**src/rtl/uart_rx_deser.sv**
```systemverilog
// UART receive deserializer: 2-FF input synchronizer, mid-bit sampling FSM,
// valid/ready byte output with framing-error and overrun pulses.
`timescale 1ns/1ps
module uart_rx_deser #(
  parameter int FCLK      = 50000000,
  parameter int BAUD      = 115200,
  parameter int DATA_BITS = 8
) (
  input  logic                 clk,
  input  logic                 rst,
  input  logic                 rx,
  output logic [DATA_BITS-1:0] rx_data,
  output logic                 rx_valid,
  input  logic                 rx_ready,
  output logic                 frame_err,
  output logic                 overrun
);
  localparam int BIT_CNT = FCLK / BAUD;
  localparam int HALF    = BIT_CNT / 2;
  localparam int CW      = $clog2(BIT_CNT + 1);
  localparam int IW      = $clog2(DATA_BITS + 1);
  localparam logic [CW-1:0] CNT_LAST = CW'(BIT_CNT - 1);
  localparam logic [CW-1:0] CNT_MID  = CW'(HALF - 1);
  localparam logic [IW-1:0] IDX_LAST = IW'(DATA_BITS - 1);

  typedef enum logic [2:0] {IDLE, START, DATA, STOP, BRK} state_t;

  state_t               state_reg;
  logic [CW-1:0]        cnt_reg;
  logic [IW-1:0]        idx_reg;
  logic [DATA_BITS-1:0] shift_reg;
  logic [1:0]           sync_reg;
  logic [DATA_BITS-1:0] rx_data_reg;
  logic                 rx_valid_reg;
  logic                 frame_err_reg;
  logic                 overrun_reg;
  logic                 rx_s;
  logic                 good_stop;

  assign rx_s      = sync_reg[1];
  assign good_stop = (state_reg == STOP) && (cnt_reg == CNT_LAST) && rx_s;

  // Preset to idle-high so reset release does not look like a start bit.
  always_ff @(posedge clk or posedge rst) begin
    if (rst) sync_reg <= 2'b11;
    else     sync_reg <= {sync_reg[0], rx};
  end

  always_ff @(posedge clk or posedge rst) begin
    if (rst) begin
      state_reg     <= IDLE;
      cnt_reg       <= '0;
      idx_reg       <= '0;
      shift_reg     <= '0;
      rx_data_reg   <= '0;
      rx_valid_reg  <= 1'b0;
      frame_err_reg <= 1'b0;
      overrun_reg   <= 1'b0;
    end else begin
      frame_err_reg <= 1'b0;
      overrun_reg   <= 1'b0;
      case (state_reg)
        IDLE: begin
          if (!rx_s) begin
            state_reg <= START;
            cnt_reg   <= '0;
          end
        end
        START: begin
          if (cnt_reg == CNT_MID) begin
            cnt_reg <= '0;
            if (rx_s) begin
              state_reg <= IDLE;
            end else begin
              state_reg <= DATA;
              idx_reg   <= '0;
            end
          end else begin
            cnt_reg <= cnt_reg + 1'b1;
          end
        end
        DATA: begin
          if (cnt_reg == CNT_LAST) begin
            cnt_reg   <= '0;
            shift_reg <= {rx_s, shift_reg[DATA_BITS-1:1]};
            if (idx_reg == IDX_LAST) state_reg <= STOP;
            else                     idx_reg   <= idx_reg + 1'b1;
          end else begin
            cnt_reg <= cnt_reg + 1'b1;
          end
        end
        STOP: begin
          if (cnt_reg == CNT_LAST) begin
            cnt_reg <= '0;
            if (rx_s) begin
              state_reg <= IDLE;
            end else begin
              frame_err_reg <= 1'b1;
              state_reg     <= BRK;
            end
          end else begin
            cnt_reg <= cnt_reg + 1'b1;
          end
        end
        BRK: begin
          // Hold off until the line returns high so a break cannot retrigger.
          if (rx_s) state_reg <= IDLE;
        end
        default: begin
          state_reg <= IDLE;
          cnt_reg   <= '0;
        end
      endcase

      if (good_stop) begin
        if (!rx_valid_reg || rx_ready) begin
          rx_data_reg  <= shift_reg;
          rx_valid_reg <= 1'b1;
        end else begin
          overrun_reg <= 1'b1;
        end
      end else if (rx_valid_reg && rx_ready) begin
        rx_valid_reg <= 1'b0;
      end
    end
  end

  assign rx_data   = rx_data_reg;
  assign rx_valid  = rx_valid_reg;
  assign frame_err = frame_err_reg;
  assign overrun   = overrun_reg;
endmodule

```
**config.mk**
```make
export PLATFORM = sky130hd
export DESIGN_NAME = uart_rx_deser
export DESIGN_NICKNAME = d
export VERILOG_FILES = /design/src/rtl/uart_rx_deser.sv
export SDC_FILE = /design/constraint.sdc
export NUM_CORES = 1
export LEC_CHECK = 0
export BUFFER_PORTS_ARGS = -buffer_cell sky130_fd_sc_hd__buf_2
export CAP_MARGIN = 20
export CORE_UTILIZATION = 58
export CTS_CLUSTER_DIAMETER = 30
export CTS_CLUSTER_SIZE = 30
export DETAILED_ROUTE_END_ITERATION = 6
export HOLD_SLACK_MARGIN = 0.06
export PLACE_DENSITY = 0.79
export SYNTH_ARGS = -nofsm -noshare
export SYNTH_HDL_FRONTEND = slang
export SYNTH_SLANG_ARGS = --single-unit
```
**constraint.sdc**
```tcl
create_clock -name clk -period 2.2 [get_ports clk]
set_input_delay 0.11 -clock clk [delete_from_list [all_inputs] [get_ports clk]]
set_output_delay 0.11 -clock clk [all_outputs]
set_load 0.02 [all_outputs]
```
==> metrics <==
final hold violation count 0; final wirelength 3460 um; share of cells above drive strength 1 0.316; Syn. warnings 0; Initial Util 0.603; CP Capture Point rx_data[7]; global-route wire length before repair 5960 um; critical path data arrival time 2.21 ns; R2R Path End rx_data[7]; antenna cells 0; post-synthesis register bit count 37; main flop type after synthesis dfrtp_1; root buf cell clkbuf_4; CP Class reg2reg; crit share post-route 0.895; post-synthesis cell type count 48; Setup Fix Bufs, Post-CTS 0; core area 0.00303 mm^2; Max IR drop VDD 398 uV; Hold Buf Count CTS 3; gr usage total 0.238; Slowest-stage cell, CP dfrtp_1; CP endpoint kind flip-flop; Req. time, crit path 2.44 ns; Die H 58.1 um; First-pass DRT Iterations 4; Max Slew Vio Count 0; Synth async-reset ratio 1.00; CP Buf/Inv Count 2; Core Util, Final 0.674; Final HPWL DP 2530 um; Final GP Congestion 0.925; RSZ-0062 raised after global routing false; TritonCTS clock tree yes; clock skew 0.00938 ns; Mapped Cells 163; total CTS buffers 5; Hold Path Class reg2reg; worst-path maximum fanout 8; most common cell after layout, fill and taps aside dfrtp_1; Startpoint Class flip-flop; status complete, no violations; CTS Buffer Depth 2; Congestion Overflow GR 0; Slew @ Worst Pin 0.489 ns; Iteration-0 DRC Markers 70; Slew headroom 0.674; Syn Area/Cell 11.2 um^2; commonest non-fill, non-tap cells in the layout 35 x dfrtp_1, 16 x mux2_2, 16 x nand2_1; area growth from synthesis to layout 11.7%; RR Startpoint cnt_reg[1]; io pins 15; register area share after synthesis 0.508; number of synthesized flops with an enable pin 0; # rows 20; placed cells 220; # DRC 0; die area 0.00338 mm^2; vias 1,302; setup_tns 0 ns; initial antenna violation count 0; critical path depth 7; fin cells 231; vias in the first global route 1,324; max FFs per register 9; Routed wire per std cell 15.0 um; post-CTS sizing 0; worst reg2reg path depth 7; crit path from cnt_reg[1]; largest net degree at the start of global routing 38; Mapped Nets 171; Syn Std Cell Area 0.00183 mm^2; Post-DRT Antenna Nets 0; r2r setup slk 0.23 ns; post-layout min period 1.97 ns; PD cells 528 mW/mm^2; clock sink total 37; critical path, cell by cell inv_1, ha_1, and4bb_2, nand3_1, nor2b_1, buf_4, mux2_2; clk_lat worst skew 0.35 ns; final setup fails 0; Final #Nets 194; Leak Pwr 0.952 nW; CTS clk-pin slew, worst paths 0.11 ns; number of port buffers 14; vias per inst 5.64; FMAX 0.508 GHz; slowest stage delay, CP 0.44 ns; Die W 58.1 um; H-tree depth 2; max cap viols 0; CP top delay family simple AND/OR/NAND/NOR gates
-- per-layer routing --
metal,global-route usage,part of all wire,vias to the layer above
met2,0.384,0.49,26
li1,-,-,634
met1,0.305,0.46,635
met4,0.116,0.017,0
met3,0.0536,0.029,7
met5,0,0,-
-- cell families after synthesis --
family                   count (synthesis)  share of synthesized area
AO/OA/AOI/OAI                           36                      0.135
adder cells (fa/ha/maj)                  4                     0.0274
buffers and inverters                   13                     0.0349
flip-flops                              37                      0.508
multiplexers                            18                      0.112
AND/OR/NAND/NOR                         55                      0.182
-- synth_stat cells, drive strengths merged, types with 2 or more instances --
library cell	n	share of area
dfrtp	35	0.48
mux2	17	0.11
nand2	17	0.036
o21ai	12	0.033
inv	7	0.014
nand3	6	0.016
nor2	6	0.016
a211oi	5	0.027
a21oi	5	0.016
buf	5	0.018
ha	4	0.027
o211ai	4	0.016
and2	3	0.011
and4b	3	0.016
o31ai	3	0.012
and4bb	2	0.014
dfstp	2	0.029
nand2b	2	0.0068
nand3b	2	0.0082
nor3	2	0.0055
nor4	2	0.0068
or3b	2	0.0096
-- cell type report --
class / instances / area [um^2]
Clock buffer: 5 / 37.5
Clock inverter: 3 / 21.3
Fill cell: 252 / 987
Inverter: 7 / 26.3
Multi-Input combinational cell: 113 / 835
Sequential cell: 37 / 928
Tap cell: 44 / 55.1
Timing Repair Buffer: 22 / 138
-- where the power goes --
part	total, mW	switching, mW	internal [mW]
combinational	0.0239	0.0157	0.00818
sequential	0.685	0.00209	0.683
clock	0.369	0.243	0.126
total	1.08	0.260	0.818
-- through the flow --
step | power [mW] | instance area [um^2] | setup WS (ns) | hold WS, ns
after detailed placement | 0.719 | 1950 | 0.263 | 0.217
after CTS | 1.08 | 2040 | 0.242 | 0.364
after floorplan | 0.710 | 1830 | 0.443 | 0.114
after global routing | 1.11 | 2040 | 0.121 | 0.365
after global placement | 0.718 | 1950 | 0.347 | 0.217
final | 1.08 | 2040 | 0.230 | 0.363
-- worst min path at each step --
| stage | startpoint | to | slack [ns] | cells after the start |
|---|---|---|---|---|
| after floorplan | rx | sync_reg[0] | 0.11 | 0 |
| after global placement | rst | cnt_reg[3] | 0.22 | 3 |
| after detailed placement | rx | sync_reg[0] | 0.22 | 1 |
| after CTS | sync_reg[0] | sync_reg[1] | 0.36 | 0 |
| after global routing | sync_reg[0] | sync_reg[1] | 0.37 | 0 |
| final | sync_reg[0] | sync_reg[1] | 0.36 | 0 |
-- worst reg2reg max path: stages (launching register included) --
cell	delay (ns)
dfrtp_1	0.44
inv_1	0.10
ha_1	0.14
and4bb_2	0.32
nand3_1	0.17
nor2b_1	0.17
buf_4	0.18
mux2_2	0.35
Note: power is estimated with default switching activity, not from simulation.
